==> config.mk <==
export PLATFORM = sky130hd
export DESIGN_NAME = wb_stage
export DESIGN_NICKNAME = d
export VERILOG_FILES = /design/src/rtl/dawn_pkg.sv /design/src/rtl/wb_stat_enc.sv /design/src/rtl/wb_stage.sv
export SDC_FILE = /design/constraint.sdc
export NUM_CORES = 1
export LEC_CHECK = 0
export BUFFER_PORTS_ARGS = -buffer_cell sky130_fd_sc_hd__buf_2
export CAP_MARGIN = 20
export CORE_MARGIN = 2
export CORE_UTILIZATION = 44
export DETAILED_ROUTE_END_ITERATION = 10
export PLACE_DENSITY = 0.76
export REMOVE_ABC_BUFFERS = 1
export SLEW_MARGIN = 20
export SYNTH_ARGS = -nofsm -noshare
export SYNTH_HDL_FRONTEND = slang
export SYNTH_SLANG_ARGS = --single-unit
==> constraint.sdc <==
create_clock -name clk_i -period 1.7 [get_ports clk_i]
set_clock_uncertainty 0.2 [all_clocks]
set_input_delay 0.17 -clock clk_i [delete_from_list [all_inputs] [get_ports clk_i]]
set_output_delay 0.17 -clock clk_i [all_outputs]
set_load 0.02 [all_outputs]
==> src/rtl/dawn_pkg.sv <==
// Shared Y86-64 core definitions: status encoding and the "no register" code.
package dawn_pkg;

    typedef enum logic [1:0] {
        AOK = 2'd0,
        HLT = 2'd1,
        ADR = 2'd2,
        INS = 2'd3
    } stat_t;

    localparam int unsigned RADDR_W_DFLT = 4;
    localparam logic [RADDR_W_DFLT-1:0] REG_NONE = {RADDR_W_DFLT{1'b1}};

endpackage

==> src/rtl/wb_stat_enc.sv <==
// Priority encoder: instruction error/halt flags of the M slot to a stat_t.
module wb_stat_enc
    import dawn_pkg::*;
(
    input  logic  valid_i,
    input  logic  hlt_i,
    input  logic  instr_valid_i,
    input  logic  imem_error_i,
    input  logic  dmem_error_i,
    output stat_t stat_o
);

    always_comb begin
        stat_o = AOK;
        if (!valid_i) begin
            stat_o = AOK;
        end else if (imem_error_i) begin
            stat_o = ADR;
        end else if (!instr_valid_i) begin
            stat_o = INS;
        end else if (hlt_i) begin
            stat_o = HLT;
        end else if (dmem_error_i) begin
            stat_o = ADR;
        end
    end

endmodule

==> src/rtl/wb_stage.sv <==
// Y86-64 writeback stage: W pipeline register, register-file write ports, sticky status.
// Optional retire counter enabled by defining WB_RETIRE_CNT_EN.
module wb_stage
    import dawn_pkg::stat_t, dawn_pkg::AOK;
#(
    parameter int unsigned        DATA_W   = 64,
    parameter int unsigned        RADDR_W  = 4,
    parameter logic [RADDR_W-1:0] REG_NONE = {RADDR_W{1'b1}}
`ifdef WB_RETIRE_CNT_EN
    ,parameter int unsigned       CNT_W    = 32
`endif
) (
    input  logic               clk_i,
    input  logic               rst_n_i,
    input  logic               m_valid_i,
    input  logic [DATA_W-1:0]  m_valE_i,
    input  logic [DATA_W-1:0]  m_valM_i,
    input  logic [RADDR_W-1:0] m_dstE_i,
    input  logic [RADDR_W-1:0] m_dstM_i,
    input  logic               m_hlt_i,
    input  logic               m_instr_valid_i,
    input  logic               m_imem_error_i,
    input  logic               m_dmem_error_i,
    input  logic               w_stall_i,
    input  logic               w_bubble_i,
    output logic               rf_weE_o,
    output logic [RADDR_W-1:0] rf_dstE_o,
    output logic [DATA_W-1:0]  rf_valE_o,
    output logic               rf_weM_o,
    output logic [RADDR_W-1:0] rf_dstM_o,
    output logic [DATA_W-1:0]  rf_valM_o,
    output logic [1:0]         w_stat_o,
    output logic [1:0]         cpu_stat_o,
    output logic               halted_o
`ifdef WB_RETIRE_CNT_EN
    ,output logic [CNT_W-1:0]  retire_cnt_o
`endif
);

    typedef enum logic [0:0] {StRun, StStop} state_t;

    stat_t m_stat;

    logic               w_valid_q, w_valid_d;
    logic [DATA_W-1:0]  w_val_e_q, w_val_e_d;
    logic [DATA_W-1:0]  w_val_m_q, w_val_m_d;
    logic [RADDR_W-1:0] w_dst_e_q, w_dst_e_d;
    logic [RADDR_W-1:0] w_dst_m_q, w_dst_m_d;
    stat_t              w_stat_q, w_stat_d;
    state_t             state_q, state_d;
    stat_t              cpu_stat_q, cpu_stat_d;
    logic               w_ok;

    wb_stat_enc u_stat_enc (
        .valid_i       (m_valid_i),
        .hlt_i         (m_hlt_i),
        .instr_valid_i (m_instr_valid_i),
        .imem_error_i  (m_imem_error_i),
        .dmem_error_i  (m_dmem_error_i),
        .stat_o        (m_stat)
    );

    always_comb begin
        w_valid_d = w_valid_q;
        w_val_e_d = w_val_e_q;
        w_val_m_d = w_val_m_q;
        w_dst_e_d = w_dst_e_q;
        w_dst_m_d = w_dst_m_q;
        w_stat_d  = w_stat_q;
        if (w_stall_i) begin
            // hold
        end else if (w_bubble_i || !m_valid_i) begin
            w_valid_d = 1'b0;
            w_val_e_d = '0;
            w_val_m_d = '0;
            w_dst_e_d = REG_NONE;
            w_dst_m_d = REG_NONE;
            w_stat_d  = AOK;
        end else begin
            w_valid_d = 1'b1;
            w_val_e_d = m_valE_i;
            w_val_m_d = m_valM_i;
            w_dst_e_d = m_dstE_i;
            w_dst_m_d = m_dstM_i;
            w_stat_d  = m_stat;
        end
    end

    // Reset clears W to zero (invalid) so every rf_* output reads 0 during reset.
    always_ff @(posedge clk_i or negedge rst_n_i) begin
        if (!rst_n_i) begin
            w_valid_q  <= 1'b0;
            w_val_e_q  <= '0;
            w_val_m_q  <= '0;
            w_dst_e_q  <= '0;
            w_dst_m_q  <= '0;
            w_stat_q   <= AOK;
            state_q    <= StRun;
            cpu_stat_q <= AOK;
        end else begin
            w_valid_q  <= w_valid_d;
            w_val_e_q  <= w_val_e_d;
            w_val_m_q  <= w_val_m_d;
            w_dst_e_q  <= w_dst_e_d;
            w_dst_m_q  <= w_dst_m_d;
            w_stat_q   <= w_stat_d;
            state_q    <= state_d;
            cpu_stat_q <= cpu_stat_d;
        end
    end

    always_comb begin
        state_d    = state_q;
        cpu_stat_d = cpu_stat_q;
        unique case (state_q)
            StRun: begin
                if (w_valid_q && (w_stat_q != AOK) && !w_stall_i) begin
                    state_d    = StStop;
                    cpu_stat_d = w_stat_q;
                end
            end
            StStop: begin
                state_d = StStop;
            end
            default: state_d = StRun;
        endcase
    end

    assign halted_o   = (state_q == StStop);
    assign w_ok       = w_valid_q && (w_stat_q == AOK) && !halted_o;
    assign rf_weE_o   = w_ok && (w_dst_e_q != REG_NONE);
    assign rf_weM_o   = w_ok && (w_dst_m_q != REG_NONE);
    assign rf_dstE_o  = w_dst_e_q;
    assign rf_valE_o  = w_val_e_q;
    assign rf_dstM_o  = w_dst_m_q;
    assign rf_valM_o  = w_val_m_q;
    assign w_stat_o   = w_stat_q;
    assign cpu_stat_o = cpu_stat_q;

`ifdef WB_RETIRE_CNT_EN
    logic [CNT_W-1:0] retire_cnt_q;

    always_ff @(posedge clk_i or negedge rst_n_i) begin
        if (!rst_n_i) begin
            retire_cnt_q <= '0;
        end else if (w_ok && !w_stall_i) begin
            retire_cnt_q <= retire_cnt_q + CNT_W'(1);
        end
    end

    assign retire_cnt_o = retire_cnt_q;
`endif

endmodule

=== Yosys cells after proc, flatten, opt, wreduce, memory -nomap -nowiden ===
Index checks and enable logic that the tools add are counted.

* $add $sub $neg: 0
* Multipliers: 0
* Divide/modulo/power cells: 0
* $lt $le $gt $ge: 0
* Equal/unequal tests: 2
* Shift-type cells: 0
* Mux-type cells: 13
* Bitwise gates (word level): 1
* Reduce and logical (&&, ||, !) cells: 13

{| class="wikitable"
|+ Operators with widths
! cell !! count
|-
| $mux W64 || 2
|-
| $mux W2 || 6
|-
| $mux W4 || 2
|-
| $ne A4 B4 Y1 const B || 2
|-
| $logic_and A1 B1 Y1 || 6
|-
| $logic_not A1 Y1 || 3
|-
| $logic_not A2 Y1 || 1
|-
| $mux W1 || 2
|-
| $pmux W1 S2 || 1
|-
| $reduce_and A2 Y1 || 1
|-
| $reduce_bool A2 Y1 || 1
|-
| $logic_or A1 B1 Y1 || 1
|-
| $not A1 Y1 || 1
|}

* Flip-flop bits (word level): 142
* Bits in latches: 0
* Bits in writable memories: 0
* ROM bits: 0
* Output and inout port bits: 143
* Logic and storage cells: 37
* Memories kept: 0

=== Logic depth before layout (Yosys ltp) ===
* Depth after elaboration: 6
* Gate-level depth with buffers: 6

=== Modules after synthesis ===
Synthesis repeated with hierarchy kept, for this count alone.

* Cells, all modules: 339
* Area, all modules: 5101.1 µm²

{| class="wikitable"
|+ Modules (own cells, without submodules)
! module !! instances !! cells each !! area each (µm²) !! seq. area each (µm²)
|-
| wb_stage || 1 || 334 || 5068.6 || 3553.4
|-
| wb_stat_enc || 1 || 5 || 32.5 || 0.0
|}

=== Worst setup path after synthesis ===
OpenSTA, ideal clock, no wires.

* Path kind: register to output
* Start: register w_stat_q[1] (netlist: w_stat_o[1])
* End: output rf_weE_o
* Arrival time: 1129 ps
* Data required time: 1330 ps
* Slack: 201 ps
* Stages on the path, launching flop included: 4
* Path buffers: 0
* Cell sequence: dfrtp_1 -> nor2_1 -> nand3b_1 -> a41oi_1

* Cells in the longest elaborated chain, start to end: 4

{| class="wikitable"
|+ RTL lines
! element !! RTL line !! RTL
|-
| start, declared || wb_stage.sv:49 || <nowiki>stat_t w_stat_q, w_stat_d;</nowiki>
|-
| start signal, assigned || wb_stage.sv:106 || <nowiki>w_stat_q <= w_stat_d;</nowiki>
|-
| $logic_not A2 Y1 || wb_stage.sv:130 || <nowiki>assign w_ok = w_valid_q && (w_stat_q == AOK) && !halted_o;</nowiki>
|-
| $logic_and A1 B1 Y1 (2 in a row) || wb_stage.sv:130 ||
|-
| $logic_and A1 B1 Y1 || wb_stage.sv:131 || <nowiki>assign rf_weE_o = w_ok && (w_dst_e_q != REG_NONE);</nowiki>
|-
| end, declared || wb_stage.sv:26 || <nowiki>output logic rf_weE_o,</nowiki>
|}

No other way between the ends.

=== Worst setup path in the final report ===
* Start: register w_stat_q[0] (netlist: w_stat_o[0])
* End: output rf_weM_o

* Cells in the longest elaborated chain, start to end: 4

{| class="wikitable"
|+ RTL lines
! element !! RTL line !! RTL
|-
| $logic_not A2 Y1 || wb_stage.sv:130 ||
|-
| $logic_and A1 B1 Y1 (2 in a row) || wb_stage.sv:130 ||
|-
| $logic_and A1 B1 Y1 || wb_stage.sv:132 || <nowiki>assign rf_weM_o = w_ok && (w_dst_m_q != REG_NONE);</nowiki>
|-
| end, declared || wb_stage.sv:29 || <nowiki>output logic rf_weM_o,</nowiki>
|}

No other way between the ends.

==> impl_metrics.json <==
{
  "ant_nets": 0,
  "avgSynthCellArea_sq_um": 15.12,
  "maxCapViolations": 0,
  "vias": 4810,
  "fmax_mhz": 539.4,
  "layout-drive-gt1-share_pct": 43.08,
  "wl_microns": 17080,
  "final_max_slew_viol_count": 0,
  "ys_top_cells_by_area": "dfrtp_1, a22o_1, buf_6",
  "cts_tree": "yes",
  "synth_ff_type": "dfrtp_1",
  "dp_hpwl_microns": 9621,
  "place_area_sq_um": 6655,
  "antenna_cells": 0,
  "clock_path_buffers": 2,
  "whs_path_depth": 4,
  "final_core_util_pct": 77.11,
  "die_w_microns": 111.9,
  "grt_pass1_wl_microns": 26540,
  "clkSinkCount": 142,
  "finish.instance_area_sq_um": 8767,
  "dp_cells": 748,
  "required_ns": 1.33,
  "irDropWorstVdd_mv": 0.7992,
  "p_per_area_nw_per_um2": 1038,
  "htree_levels": 4,
  "yosysWarnings": 0,
  "nets": 914,
  "status": "complete, but fails checks",
  "start_kind": "flop",
  "ios": 288,
  "fill_cells": 649,
  "clkTransAtPathRegs_ns": 0.05,
  "regArea_sq_um": 3553,
  "port_buffers": 287,
  "area_growth_pct": 71.03,
  "ys_seq_area_share_pct": 69.32,
  "maxSlewHeadroom_pct": 61.09,
  "tightest_slew_ns": 0.5836,
  "grt_max_degree": 83,
  "setup_violations": 2,
  "grt-ovfl-total": 0,
  "place_congestion": 0.8357,
  "drt-pass1-iter-count": 4,
  "fin_crit_sh_pct": 109.1,
  "reg2reg_depth": 4,
  "synth_top_cell_area_share_pct": 69.32,
  "synth_top_cell_by_area": "dfrtp_1",
  "numCtsBuffers": 17,
  "ys_seq_elements": 142,
  "syn_area_sq_um": 5126,
  "synth.most_common_cell": "dfrtp_1",
  "crit_arrival_ns": 1.48,
  "netlist_instances": 339,
  "crit_fanout": 2,
  "worstSkewPairLatency_ns": 0.41,
  "rsz0062_at_grt": "yes",
  "crit_slowest_cell": "dfrtp_1",
  "cp_cell_sequence": "nor2_2 -> nand3b_1 -> a41oi_2 -> buf_4",
  "routedWlPerCell_microns": 18.50,
  "period_needed_ns": 1.854,
  "rows": 39,
  "cts_root_buf": "clkbuf_16",
  "whs_ns": 0.01732,
  "antenna_found_initial": 0,
  "initial_core_util_pct": 45.09,
  "die_y_microns": 111.9,
  "hold_viol": 0,
  "synthArstFlopShare_pct": 100.0,
  "core_area_sq_um": 11370,
  "post-route-drc-count": 0,
  "synth_cell_types": 20,
  "routed_via_density": 5.211,
  "hp-class": "input port to flop",
  "critical_path_class": "flop to output pin",
  "worst_slack_ns": -0.1539,
  "cp-end-kind": "output pin",
  "multi_input_area_sq_um": 1345,
  "grt_usage_pct": 27.13,
  "crit_path_max_incr_delay_ns": 0.39,
  "fin_cells": 923,
  "synth_commonest_cells": "dfrtp_1, a22o_1, buf_6, clkbuf_1, inv_1",
  "die_area_sq_um": 12530,
  "drtIter0Drc": 380,
  "violations": "negative setup slack",
  "synth_edf_count": 0,
  "p_leak_nw": 4.744,
  "grt_pass1_vias": 5067,
  "power_mw": 9.100
}
-- cell type report --
type / count / area share [%]
sequential: 142 / 40.53
timing repair buffer: 441 / 34.37
multi-input combinational: 157 / 15.34
clock buffer: 21 / 5.480
tap: 143 / 2.041
clock inverter: 9 / 1.812
inverter: 10 / 0.4281
-- where the power goes --
| part | leakage [nW] | internal, mW | switching, mW |
|---|---|---|---|
| clock | 0.299 | 2.60 | 1.37 |
| combinational | 2.57 | 0.679 | 0.720 |
| sequential | 1.88 | 3.59 | 0.137 |
| total | 4.74 | 6.87 | 2.23 |
-- routing by layer --
metal	track usage, %	vias to the layer above	wire length, microns
li1	-	2157	-
met1	32.67	2319	6549
met2	44.85	280	8617
met3	7.186	54	1222
met4	14.55	0	689
met5	0	-	0
-- per-stage QoR --
stage / setup TNS, ns / setup WS (ns)
2_1_floorplan: 0 / 0.1806
3_3_place_gp: 0 / 0.2384
3_5_place_dp: 0 / 0.2023
4_1_cts: -0.1919 / -0.1032
5_1_grt: -0.4536 / -0.2393
6_report: -0.2544 / -0.1539
-- worst max-delay path: cells and delay by family, from the launching register on --
family / cells / cell delay, ns
buf+inv: 1 / 0.18
compound gates: 1 / 0.23
simple gates: 2 / 0.28
flops: 1 / 0.39
-- sequential cells by signal, indices dropped and copies added (netlist names) --
register,flops
w_valid_q,1
w_stat_o,2
rf_valE_o,64
cpu_stat_o,2
rf_dstM_o,4
halted_o,1
rf_dstE_o,4
rf_valM_o,64
-- kinds of logic after synthesis --
logic type	count (synthesis)	share of synthesized area, %
buffers and inverters	40	4.882
AND/OR/NAND/NOR	12	1.221
flip-flops	142	69.32
AO/OA/AOI/OAI	145	24.58
-- worst paths after layout --
check | slack (ns) | to | startpoint
setup / recovery | -0.15 | rf_weM_o | w_stat_o[0]$_DFFE_PN0N_
hold / removal | 0.02 | w_stat_o[0]$_DFFE_PN0N_ | m_hlt_i
setup reg to reg | 0.29 | cpu_stat_o[1]$_DFFE_PN0P_ | halted_o$_DFF_PN0_
hold reg to reg | 0.30 | cpu_stat_o[0]$_DFFE_PN0P_ | cpu_stat_o[0]$_DFFE_PN0P_
max in group asynchronous | 0.68 | rf_valE_o[42]$_DFFE_PN0N_ | rst_n_i
min in group asynchronous | 0.05 | rf_dstE_o[0]$_DFFE_PN0N_ | rst_n_i
-- placed cells by master, fill, tap and decap left out, drive strengths merged --
cell type,n
clkinv,1
nand2,6
a21oi,1
nand3b,1
o21ai,1
and2,1
nor2,2
clkbuf,21
nor3b,1
a2bb2oi,8
dfrtp,142
inv,10
clkinvlp,4
bufinv,4
a41oi,2
dlygate4sd3,141
o21bai,1
a211oi,1
buf,300
nand2b,1
a22o,131
-- repair_timing --
action,4_1_cts,5_1_grt
hold endpoints to repair,282,0
resized for setup,0,7
pin swaps,1,0
setup buffers,4,0
endpoints found under the setup margin,2,52
hold buffers,141,0
(Power assumes the default switching activity.)
